$ cat config.mk
export PLATFORM = sky130hd
export DESIGN_NAME = sa_stream_controller
export DESIGN_NICKNAME = d
export VERILOG_FILES = /design/src/rtl/sa_stream_controller.sv
export SDC_FILE = /design/constraint.sdc
export NUM_CORES = 1
export LEC_CHECK = 0
export ABC_AREA = 1
export BUFFER_PORTS_ARGS = -buffer_cell sky130_fd_sc_hd__buf_2
export CAP_MARGIN = 20
export CORE_MARGIN = 5
export CORE_UTILIZATION = 29
export DETAILED_ROUTE_END_ITERATION = 6
export PLACE_DENSITY = 0.46
export SYNTH_ARGS = -nofsm -noshare
export SYNTH_HDL_FRONTEND = slang
export SYNTH_SLANG_ARGS = --single-unit
$ cat constraint.sdc
create_clock -name clk -period 4.8 [get_ports clk]
set_clock_uncertainty 0.15 [all_clocks]
set_input_delay 0.48 -clock clk [delete_from_list [all_inputs] [get_ports clk]]
set_output_delay 0.48 -clock clk [all_outputs]
set_load 0.005 [all_outputs]
$ cat src/rtl/sa_stream_controller.sv
// sa_stream_controller: skews activation vectors into a fixed-weight systolic
// array, deskews its column outputs and buffers results in a credit-guarded FIFO.
// Ports: clk, reset (sync, active-high); in_valid/in_ready/in_data (vector in);
//   sa_inputs/sa_outputs/sa_resetn (array side); out_valid/out_ready/out_data
//   (result out); busy (vector in flight or FIFO non-empty).
module sa_stream_controller #(
  parameter int SA_SIZE         = 8,
  parameter int ACTIVATION_SIZE = 8,
  parameter int FIFO_DEPTH      = 4
) (
  input  logic                                    clk,
  input  logic                                    reset,
  input  logic                                    in_valid,
  output logic                                    in_ready,
  input  logic [SA_SIZE-1:0][ACTIVATION_SIZE-1:0] in_data,
  output logic [SA_SIZE-1:0][ACTIVATION_SIZE-1:0] sa_inputs,
  output logic                                    sa_resetn,
  input  logic [SA_SIZE-1:0][ACTIVATION_SIZE-1:0] sa_outputs,
  output logic                                    out_valid,
  input  logic                                    out_ready,
  output logic [SA_SIZE-1:0][ACTIVATION_SIZE-1:0] out_data,
  output logic                                    busy
);
  localparam int N    = SA_SIZE;
  localparam int W    = ACTIVATION_SIZE;
  localparam int TAGS = 2*N-2;
  localparam int CW   = $clog2(FIFO_DEPTH+1);
  localparam int PW   = (FIFO_DEPTH > 1) ? $clog2(FIFO_DEPTH) : 1;

  typedef logic [N-1:0][W-1:0] vec_t;

  logic          accept;
  logic          push;
  logic          pop;
  logic [TAGS-1:0] tag;
  logic [CW-1:0] inflight;
  logic [CW-1:0] fifo_count;
  logic [CW:0]   credits;
  vec_t          aligned;
  vec_t          mem [FIFO_DEPTH];
  logic [PW-1:0] wr_ptr;
  logic [PW-1:0] rd_ptr;

  function automatic logic [PW-1:0] next_ptr(input logic [PW-1:0] p);
    return (p == PW'(FIFO_DEPTH-1)) ? '0 : p + PW'(1);
  endfunction

  // The array shares our reset cycle.
  assign sa_resetn = ~reset;

  // Credits cover both queued results and tagged vectors still in the
  // array, so a push can never land on a full FIFO.
  assign credits   = {1'b0, inflight} + {1'b0, fifo_count};
  assign in_ready  = ~reset & (credits < (CW+1)'(FIFO_DEPTH));
  assign accept    = in_valid & in_ready;
  assign push      = tag[TAGS-1];
  assign out_valid = (fifo_count != '0);
  assign pop       = out_valid & out_ready;
  assign busy      = (inflight != '0) | out_valid;
  assign out_data  = mem[rd_ptr];

  // Row 0 enters directly; idle cycles inject zero bubbles.
  assign sa_inputs[0] = accept ? in_data[0] : '0;

  for (genvar r = 1; r < N; r++) begin : g_skew
    logic [W-1:0] sk [r];
    always_ff @(posedge clk) begin
      if (reset) begin
        for (int k = 0; k < r; k++) sk[k] <= '0;
      end else begin
        sk[0] <= accept ? in_data[r] : '0;
        for (int k = 1; k < r; k++) sk[k] <= sk[k-1];
      end
    end
    assign sa_inputs[r] = sk[r-1];
  end

  // Earlier columns emerge earlier; delay them to line up with the last.
  assign aligned[N-1] = sa_outputs[N-1];

  for (genvar c = 0; c < N-1; c++) begin : g_deskew
    localparam int D = N-1-c;
    logic [W-1:0] dk [D];
    always_ff @(posedge clk) begin
      if (reset) begin
        for (int k = 0; k < D; k++) dk[k] <= '0;
      end else begin
        dk[0] <= sa_outputs[c];
        for (int k = 1; k < D; k++) dk[k] <= dk[k-1];
      end
    end
    assign aligned[c] = dk[D-1];
  end

  always_ff @(posedge clk) begin
    if (reset) begin
      tag        <= '0;
      inflight   <= '0;
      fifo_count <= '0;
      wr_ptr     <= '0;
      rd_ptr     <= '0;
    end else begin
      tag        <= {tag[TAGS-2:0], accept};
      inflight   <= inflight + CW'(accept) - CW'(push);
      fifo_count <= fifo_count + CW'(push) - CW'(pop);
      if (push) wr_ptr <= next_ptr(wr_ptr);
      if (pop)  rd_ptr <= next_ptr(rd_ptr);
    end
  end

  // Storage needs no reset: out_valid masks it until a real push.
  always_ff @(posedge clk) begin
    if (push) mem[wr_ptr] <= aligned;
  end

endmodule

-- Yosys cells after proc, flatten, opt, wreduce, memory -nomap -nowiden
Memory sizes are Yosys's and may differ from the RTL's. A register that Yosys moved wholly into a read port is not among the register bits.
Index checks and enable logic that the tools add are counted.
- memories: 15
- RAM bits: 704
- input bits: 132
- register bits after elaboration: 24
- word-level logic and storage cells: 168
- memory list (name ; depth ; bits a word ; rd ports ; clocked after Yosys merged registers in ; write ports ; line ; source):
    mem ; 4 ; 64 ; 1 ; 1 ; 1 ; 40 ; vec_t mem [FIFO_DEPTH];
    g_deskew[0].dk ; 7 ; 8 ; 7 ; 0 ; 7 ; 83 ; logic [W-1:0] dk [D];
    g_skew[7].sk ; 7 ; 8 ; 7 ; 0 ; 7 ; 66 ; logic [W-1:0] sk [r];
    g_deskew[1].dk ; 6 ; 8 ; 6 ; 0 ; 6 ; 83 ;
    g_skew[6].sk ; 6 ; 8 ; 6 ; 0 ; 6 ; 66 ;
    g_deskew[2].dk ; 5 ; 8 ; 5 ; 0 ; 5 ; 83 ;
    9 more memories ; -- ; -- ; -- ; -- ; -- ; -- ;
- bitwise operators: 59
- reduce and logical (&&, ||, !) cells: 4
- add/sub/neg operators: 7
- mux-type cells: 75
- $lt $le $gt $ge: 1
- equal/unequal tests: 2
- operators with widths (cell ; number):
    $mux 8 ; 64
    $or 1x1->1 ; 55
    $reduce_or 8->1 ; 2
    $mux 2 ; 4
    $mux 1 ; 7
    $add 3x1->3 ; 2
    $reduce_bool 3->1 ; 2
    $sub 3x1->3 ; 2
    $add 2x1->2 const B ; 2
    $add 3x3->4 ; 1
    $eq 2x2->1 const B ; 2
    $lt 4x3->1 const B ; 1
    $and 1x1->1 ; 3
    $not 1->1 ; 1

-- Logic depth before layout (Yosys ltp)
- depth after elaboration: 6
- gate-level depth with buffers: 14

-- Worst setup path before layout
OpenSTA, ideal clock, no wires.
- path kind: register to register
- start: register wr_ptr[0]
- end: memory mem[3][0] (netlist name) (enable)
- arrival: 1.851 ns
- clock period less this slack: 2.419 ns
- buffers on the path: 0
- setup time: 0.418 ns
- path slack: 2.381 ns
- cell stages (with the launch flop): 4
- cell sequence: dfxtp_1 > ha_1 > nand2_1 > inv_1
- RTL lines (item ; line ; source):
    from (decl) ; 41 ; logic [PW-1:0] wr_ptr;
    from (signal assigned) ; 106 ; if (push) wr_ptr <= next_ptr(wr_ptr);
    to (decl) ; 40 ;
No word-level cell before the write port.

==> summary.txt <==
Floorplanning
  – Core Footprint: 0.08042 mm2
  – Die Area: around 0.087 mm2
  – Core Rows: between 100 and 150
  – Die Wd: approximately 300 um
  – Starting Density: 0.2921
  – Io pins: 264
  – Die height: a little under 300 um

Clock tree
  – Post CTS Setup Buffer Count: 0
  – CTS tree: built
  – Worst skew pair latency: ~0.60 ns
  – Cts repair resizes: 0
  – CTS Root Cell: clkbuf_16
  – Clock Sinks: 730
  – H-tree depth: 3
  – Hold buffers post-CTS: 120
  – Num CTS Buffers: 80
  – CTS Buffer Depth: 3
  – Worst-path clk slew: 0.06 ns

Final layout
  – Area growth from synthesis to layout: 26.36%
  – Number of nets in the layout: ~2700
  – Layout cells sized above 1: 0.1737
  – Fillers: 8093

Global routing
  – Busiest grt layer: met2
  – Grt met2 use: 0.1864
  – Global-route wire length before repair: a little under 80000 um
  – GRT overflow: 0
  – Initial antenna violation count: 7
  – Met1 usage: 0.1371
  – Largest net degree at the start of global routing: ~160
  – Vias in the first global route: approximately 14000
  – Met3 Track Usage GR: 0.02901
  – Overall routing resource usage: 0.1107

Worst setup path
  – CP peak stage delay: between 0.5 and 0.6 ns
  – R2R Setup Slk: between 2 and 2.5 ns
  – Crit. End Element: output pin
  – Setup crit end: out_data[18]
  – Reg2reg path depth: 5
  – CP Launch Type: flip-flop
  – Critical Path, Cell by Cell: buf_4 > buf_16 > o21ai_0 > o22ai_1 > buf_2
  – Kind of critical path: reg -> out
  – R2R Path Start: wr_ptr[0]
  – Worst-path cell with the longest stage delay: dfxtp_4
  – Req. time, crit path: about 4.2 ns
  – R2R Path End: mem[2][21]
  – Max FO, Critical Path: 74
  – Critical Path AT: roughly 2.6 ns

Synth
  – Register area share after synthesis: 0.7311
  – Synth warn: 0
  – Post-synthesis cell type count: 23
  – Syn Nets: between 2000 and 2500
  – Cells after synthesis: around 2200
  – Mapped Area: 0.02349 mm2
  – Synthesized area per cell: 10.73 um2
  – Post-synthesis register bit count: between 700 and 800

Route
  – DR vias: roughly 14000
  – # DRC: 0
  – Detail Route Antenna Nets: 0
  – First-pass iteration count of the detailed router: 4
  – WL final: approximately 48000 um
  – Post-DR wirelength/cell: roughly 13 um
  – DR iter-0 viols: ~590
  – Via-to-Cell Ratio: a little under 4

Outcome
  – Status: complete, no violations

STA
  – Tcrit/Tclk final: 0.6691
  – Fin crit period: around 3.2 ns
  – Highest clock rate: between 300 and 400 MHz
  – Max-slew violations: 0
  – RSZ-0062 raised after global routing: false
  – Hold_ws: 0.06814 ns
  – Worst-Margin Slew: just over 1 ns
  – Final setup viols: 0
  – Setup TNS: 0 ns
  – Slew headroom: 0.3111
  – Final hold violation count: 0

Pwr
  – LEAKAGE: approximately 12 nW
  – VDD IR max: roughly 0.24 mV
  – P per Cell Area: roughly 500 mW/mm2

Placed design
  – Port buffer count: 263
  – Final Wtd Congestion: ~0.69
  – Final HPWL DP: ~28000 um

Hold path
  – Worst hold path stage count: 4
  – Min-delay worst type: in -> reg

Flow run
  – Max_cap viols: 0
power by group:
part | internal, mW | switching (mW)
sequential | 6.56 | 0.0898
clock | 3.98 | 2.40
combinational | 0.722 | 1.18
cells by family (layout without fill, tap and decap cells):
| family | after synthesis | after routing | share of synthesized area |
|---|---|---|---|
| compound gates | 197 | 197 | 0.04538 |
| xor+xnor | 1 | 1 | 0.0003729 |
| fa+ha+maj | 13 | 13 | 0.007563 |
| buf+inv | 612 | 1037 | 0.1067 |
| flops | 730 | 730 | 0.7311 |
| other cells | 0 | 4 | 0 |
| simple gates | 636 | 636 | 0.1088 |
Yosys cell counts (all sizes together):
master,instances,area [um2]
a21oi,4,20.02
buf,88,538.0
clkbuf,30,115.1
dfxtp,474,9489
edfxtp,256,7687
fa,2,40.04
ha,11,137.6
inv,494,1854
nand2,18,70.07
nand3,1,5.000
nand3b,2,15.01
nor2,613,2456
nor3,2,10.01
o21ai,129,645.6
o22ai,64,400.4
xor2,1,8.760
sequential cells by signal, indices dropped and copies added (netlist names), named ones only:
signal	cells
fifo_count	3
g_deskew.dk	224
g_skew.sk	224
inflight	3
mem	256
rd_ptr	2
tag	14
wr_ptr	2
area by class of cell:
type / count / area, um2 / share of cell area
clock buffer: 114 / 2367 / 0.07975
clock inverter: 32 / 439.2 / 0.01479
antenna: 4 / 10.01 / 0.0003372
timing repair buffer: 397 / 2685 / 0.09045
multi-input combinational: 847 / 3814 / 0.1285
sequential: 730 / 17180 / 0.5788
inverter: 494 / 1862 / 0.06272
tap: 1060 / 1326 / 0.04468
critical path, delay by kind of cell (launching register included):
family / cells / cell delay (ns)
compound gates: 2 / 0.49
buf+inv: 3 / 0.88
flops: 1 / 0.55
routing by layer:
layer | routed length, um | part of all wire
met5 | 41 | 0.00085
met4 | 1211 | 0.025
met1 | 21340 | 0.44
met2 | 23070 | 0.48
met3 | 2564 | 0.053
through the flow:
| step | area, um2 | util | std cells | setup WS [ns] | power, mW |
|---|---|---|---|---|---|
| after global routing | 29680 | 0.3691 | 3676 | 1.376 | 15.73 |
| final | 29680 | 0.3691 | 3678 | 1.588 | 14.92 |
| after global placement | 25610 | 0.3185 | 3406 | 1.993 | 8.603 |
| after detailed placement | 25610 | 0.3185 | 3406 | 1.908 | 8.637 |
| after CTS | 29620 | 0.3683 | 3672 | 1.234 | 15.23 |
| after floorplan | 23490 | - | 2189 | 2.381 | 7.826 |
placed cells by master (no fill, tap or decap), types with 2 or more instances in the layout:
cell type and count:
a21oi_1 4, buf_16 2, buf_2 262, buf_4 11
bufinv_16 10, clkbuf_1 13, clkbuf_16 83, clkbuf_8 17
clkinv_1 5, clkinv_2 14, clkinv_4 2, clkinvlp_4 2
dfxtp_1 472, diode_2 4, dlygate4sd3_1 120, edfxtp_1 256
fa_1 2, ha_1 11, inv_1 488, inv_6 2
nand2_1 17, nand3b_1 2, nor2_1 573, nor2_2 29
nor2_4 11, nor3_1 2, o21ai_0 129, o22ai_1 64
worst min path at each step:
stage                           from                    end
4_1_cts                    out_ready              flip-flop
2_1_floorplan   g_deskew[0].dk[0][0]   g_deskew[0].dk[1][0]
3_5_place_dp      g_skew[7].sk[4][4]     g_skew[7].sk[5][4]
6_report                   out_ready              flip-flop
5_1_grt                    out_ready              flip-flop
3_3_place_gp   g_deskew[1].dk[0][29]  g_deskew[1].dk[0][37]
No activity file was read; power rests on OpenSTA's default activity.
